## src/rtl/logic_frame_accum.sv

```systemverilog
// logic_frame_accum: reduces a frame of WIDTH-bit logic results into a summary
// (XOR checksum, AND/OR reduce, ones count, beat count) and presents it on a
// held valid/ready output handshake until downstream takes it.
module logic_frame_accum #(
  parameter int WIDTH     = 4,
  parameter int FRAME_LEN = 8
) (
  input  logic             clk,
  input  logic             rst_n,
  input  logic             in_valid,
  output logic             in_ready,
  input  logic [WIDTH-1:0] in_data,
  input  logic             in_last,
  output logic             out_valid,
  input  logic             out_ready,
  output logic [WIDTH-1:0] out_xor,
  output logic [WIDTH-1:0] out_and,
  output logic [WIDTH-1:0] out_or,
  output logic [11:0]      out_ones,
  output logic [7:0]       out_count
);

  localparam logic [7:0] FRAME_LEN_C = 8'(FRAME_LEN);

  typedef enum logic {
    ACCUM = 1'b0,
    HOLD  = 1'b1
  } state_t;

  state_t           state;
  logic [WIDTH-1:0] acc_xor;
  logic [WIDTH-1:0] acc_and;
  logic [WIDTH-1:0] acc_or;
  logic [11:0]      acc_ones;
  logic [7:0]       acc_cnt;

  logic [11:0]      beat_ones;
  logic [WIDTH-1:0] nxt_xor;
  logic [WIDTH-1:0] nxt_and;
  logic [WIDTH-1:0] nxt_or;
  logic [11:0]      nxt_ones;
  logic [7:0]       nxt_cnt;
  logic             accept;
  logic             frame_end;

  // Ready is a pure decode of the state register, so it never depends on inputs.
  assign in_ready  = (state == ACCUM);
  assign accept    = in_valid && in_ready;
  assign frame_end = accept && (in_last || (nxt_cnt == FRAME_LEN_C));

  // Population count of the incoming beat.
  always_comb begin
    // NOTE: assign a default before the loop so every path drives beat_ones and no latch is inferred.
    beat_ones = '0;
    for (int i = 0; i < WIDTH; i++) begin
      beat_ones = beat_ones + {11'd0, in_data[i]};
    end
  end

  // Accumulator values including the current beat.
  always_comb begin
    nxt_xor  = acc_xor ^ in_data;
    nxt_and  = acc_and & in_data;
    nxt_or   = acc_or | in_data;
    nxt_ones = acc_ones + beat_ones;
    nxt_cnt  = acc_cnt + 8'd1;
  end

  // Frame FSM: accumulate beats, latch the summary on frame end, hold until taken.
  always_ff @(posedge clk or negedge rst_n) begin
    if (!rst_n) begin
      state     <= ACCUM;
      acc_xor   <= '0;
      acc_and   <= '1;
      acc_or    <= '0;
      acc_ones  <= '0;
      acc_cnt   <= '0;
      out_valid <= 1'b0;
      out_xor   <= '0;
      out_and   <= '0;
      out_or    <= '0;
      out_ones  <= '0;
      out_count <= '0;
    end else begin
      // NOTE: non-blocking assignments keep every register updating from pre-edge values.
      case (state)
        ACCUM: begin
          if (frame_end) begin
            out_xor   <= nxt_xor;
            out_and   <= nxt_and;
            out_or    <= nxt_or;
            out_ones  <= nxt_ones;
            out_count <= nxt_cnt;
            out_valid <= 1'b1;
            acc_xor   <= '0;
            acc_and   <= '1;
            acc_or    <= '0;
            acc_ones  <= '0;
            acc_cnt   <= '0;
            state     <= HOLD;
          end else if (accept) begin
            acc_xor  <= nxt_xor;
            acc_and  <= nxt_and;
            acc_or   <= nxt_or;
            acc_ones <= nxt_ones;
            acc_cnt  <= nxt_cnt;
          end
        end
        HOLD: begin
          if (out_valid && out_ready) begin
            out_valid <= 1'b0;
            state     <= ACCUM;
          end
        end
        default: state <= ACCUM;
      endcase
    end
  end

endmodule

```

## config.mk

```make
export PLATFORM = sky130hd
export DESIGN_NAME = logic_frame_accum
export DESIGN_NICKNAME = d
export VERILOG_FILES = /design/src/rtl/logic_frame_accum.sv
export SDC_FILE = /design/constraint.sdc
export NUM_CORES = 1
export LEC_CHECK = 0
export ABC_CLOCK_PERIOD_IN_PS = 7100
export CORE_ASPECT_RATIO = 1.5
export CORE_MARGIN = 4
export CORE_UTILIZATION = 59
export DETAILED_ROUTE_END_ITERATION = 8
export GPL_TIMING_DRIVEN = 0
export PLACE_DENSITY = 0.92
export REMOVE_ABC_BUFFERS = 1
export SLEW_MARGIN = 15
export SYNTH_ARGS = -nofsm -noshare
export SYNTH_HDL_FRONTEND = slang
export SYNTH_SLANG_ARGS = --single-unit
```

## constraint.sdc

```tcl
create_clock -name clk -period 7.1 [get_ports clk]
set_input_delay 1.42 -clock clk [delete_from_list [all_inputs] [get_ports clk]]
set_output_delay 1.42 -clock clk [all_outputs]
set_load 0.005 [all_outputs]
```

==> out/summary.txt <==
Area Overhead vs Synth -> 22.08%
Min-Delay Endpoint -> out_ones[4]
TNS Setup -> 0 ns
Dpl cells -> 406
Clock Skew -> 0.005096 ns
Final hold vios -> 0
Post-DP Area -> 3717 um^2
Port Buffers -> 42
YS warnings -> 0
Post-synthesis cell area -> 3229 um^2
Post-CTS Setup Inserts -> 0
Top_reg_cell synth -> dfrtp_1
FF+latch count, synth -> 66
Int Power -> 950.8 uW
Largest family of logic cells by synthesized area -> simple AND/OR/NAND/NOR gates
Post-synth EDFFs -> 0
Sequential Power Share -> 43.2%
Xor/xnor share of the synthesized area -> 4.068%
Initial antenna violation count -> 0
Ports -> 43
Final period util -> 65.62%
Synth Area in Adders -> 3.022%
H-tree levels -> 3
Initial Util -> 61.57%
Hold Crit Class -> reg -> reg
Die height -> 98.61 um
Vias/cell -> 5.808
Pleak -> 1.747 nW
CTS tree -> built
Final slew viol count -> 0
Slew of the pin with the lowest slew margin -> 0.9943 ns
Die Width -> 68.41 um
Net Sw Frac -> 31.85%
Critical R2R Launch -> acc_cnt[0]
Synth unique cells -> 42
Routability Congestion -> 0.8201
Final period demand of the worst path -> 4.659 ns
Worst-path maximum fanout -> 8
Sw Pwr -> 444.3 uW
Hold path cells -> 1
Worst Setup Path Type -> in -> reg
Die area -> 6745 um^2
Worst R2R End -> out_xor[1]
Required time of the worst setup path -> 7.33 ns
Clock share of power -> 24.9%
Worst-case hold slack -> 0.4885 ns
Wl on met1 -> 2.611 mm
DP Wirelength -> 4.518 mm
Top Layer Used -> met4
Global Route Usage Sum -> 22.02%
Wirelength per Cell -> 15.46 um
Routed wire length -> 6.526 mm
TritonCTS Buffers -> 9
Register area share after synthesis -> 51.30%
Grt total ovfl -> 0
Met3 wire length -> 310 um
CTS Hold Bufs -> 0
Pwr Density -> 353.9 nW/um^2
Maximum Capacitance Violations -> 0
Routed vias -> 2451
Layout Cells excl Fill -> 422
Type of origin of the critical path -> input port
Comb pwr share -> 31.9%
# rows -> 32
Global-route wire length before repair -> 11.29 mm
# nets final -> 364
Clock buffer depth -> 2
Final ANT Viol Nets -> 0
Slew HR -> 33.57%
CP Capture Type -> register
Initial drt markers -> 118
Fin area -> 3943 um^2
Outcome -> finished clean
Met2 WL -> 3.518 mm
Syn Area/Cell -> 10.45 um^2
Post-synth ARST share -> 100.0%
RSZ-0062 raised after global routing -> false
N_diodes -> 0
Synth Area in Simple Gates -> 13.33%
Share of cells above drive strength 1 -> 9.605%
Drt first pass iters -> 4
Pin count of the biggest net entering global routing -> 42
Hold Startpoint -> out_ones[4]
CTS resizes -> 0
Clock Root Buffer -> clkbuf_8
Most common cell after layout, fill and taps aside -> dfrtp_1
R2R setup slack -> 3.52 ns
VDD IR max -> 0.1784 mV
Clock Sinks -> 66
# setup viols final -> 0
Mapped Cells -> 309
Mux cell area share after synthesis -> 11.35%
Area of the core -> 5245 um^2
Most frequent cells in the layout -> 62 x dfrtp_1, 45 x nand2_1, 41 x clkdlybuf4s50_1, 21 x inv_1, 20 x o21ai_0
R2r worst-path depth -> 8
Fmax -> 214.7 MHz
Compound-gate portion of the synthesized area -> 12.05%
Worst skew pair latency -> 0.35 ns
Clock transition at path regs -> 0.07 ns
Number of global-route vias before repair -> 2427
Drt drc -> 0
CP arrival -> 4.89 ns
## how the worst max path moves through the flow
stage / start / end / slack, ns / cells after the start
3_3_place_gp: in_valid / out_count[1] / 2.00 / 4
3_5_place_dp: in_data[0] / out_ones[8] / 2.11 / 10
4_1_cts: in_data[0] / out_ones[8] / 2.45 / 10
2_1_floorplan: in_data[0] / out_ones[8] / 3.02 / 9
5_1_grt: in_data[0] / out_ones[8] / 2.30 / 10
6_report: in_data[0] / out_ones[8] / 2.44 / 10
## final cells by class
| type | count | area [um^2] |
|---|---|---|
| Multi-Input combinational cell | 205 | 1425 |
| Clock buffer | 9 | 123.9 |
| Clock inverter | 7 | 93.84 |
| Fill cell | 329 | 1303 |
| Tap cell | 68 | 85.08 |
| Inverter | 21 | 78.83 |
| Sequential cell | 66 | 1657 |
| Timing Repair Buffer | 46 | 479.2 |
## worst max-delay path, stage by stage
cell             delay (ns)
clkdlybuf4s50_1        0.58
fa_1                   0.61
inv_1                  0.05
fa_1                   0.40
fa_1                   0.45
nand3b_1               0.26
or2_2                  0.40
o21ai_0                0.29
nand2b_1               0.11
mux2_1                 0.30
## synth_stat cells (5+ instances only)
master     n  area [um^2]
nand2_1   46        172.7
mux2i_1   13        130.1
o211ai_1  14        105.1
clkbuf_1  11        41.29
xnor2_1    6        52.55
nor2_1    15        56.30
mux2_1    17        191.4
o21ai_0   20        100.1
inv_1     21        78.83
dfrtp_1   62         1551
nor3_1     5        25.02
a21oi_1    5        25.02
xor2_1     9        78.83
nand2b_1   7        43.79
## layer usage
layer,vias to the layer above,track usage (%)
li1,1141,-
met1,1235,27.43
met2,65,35.39
met3,10,5.701
met4,0,9.342
met5,-,0
## per-stage QoR
stage                     power (mW)  worst slack, ns  utilization, %
after CTS                      1.402            2.452           75.02
after global routing           1.483            2.301           75.17
after floorplan               0.8282            3.020               -
after detailed placement       1.059            2.107           70.87
after global placement         1.020            2.003           69.70
final                          1.395            2.441           75.17
## state kept, by name, summed over array words and instances, names as in the netlist
| signal | cells |
|---|---|
| acc_ones | 12 |
| out_ones | 12 |
| acc_cnt | 8 |
| out_count | 8 |
| acc_and | 4 |
| acc_or | 4 |
| acc_xor | 4 |
| out_and | 4 |
| out_or | 4 |
| out_xor | 4 |
| out_valid | 1 |
| state | 1 |
## power groups by stage
stage / registers, mW / logic (mW) / clock network (mW)
finish: 0.603 / 0.445 / 0.347
CTS: 0.604 / 0.451 / 0.348
detailed placement: 0.611 / 0.448 / 0
global placement: 0.601 / 0.419 / 0
global route: 0.621 / 0.497 / 0.365
floorplan: 0.598 / 0.230 / 0
## kinds of logic after synthesis
group	after synthesis
DFF	66
AOI/OAI and AO/OA	57
xor gates and xnor gates	15
and+or+nand+nor	93
muxes	34
buffers and inverters	38
adders and majority gates	6
(Power assumes the default switching activity.)
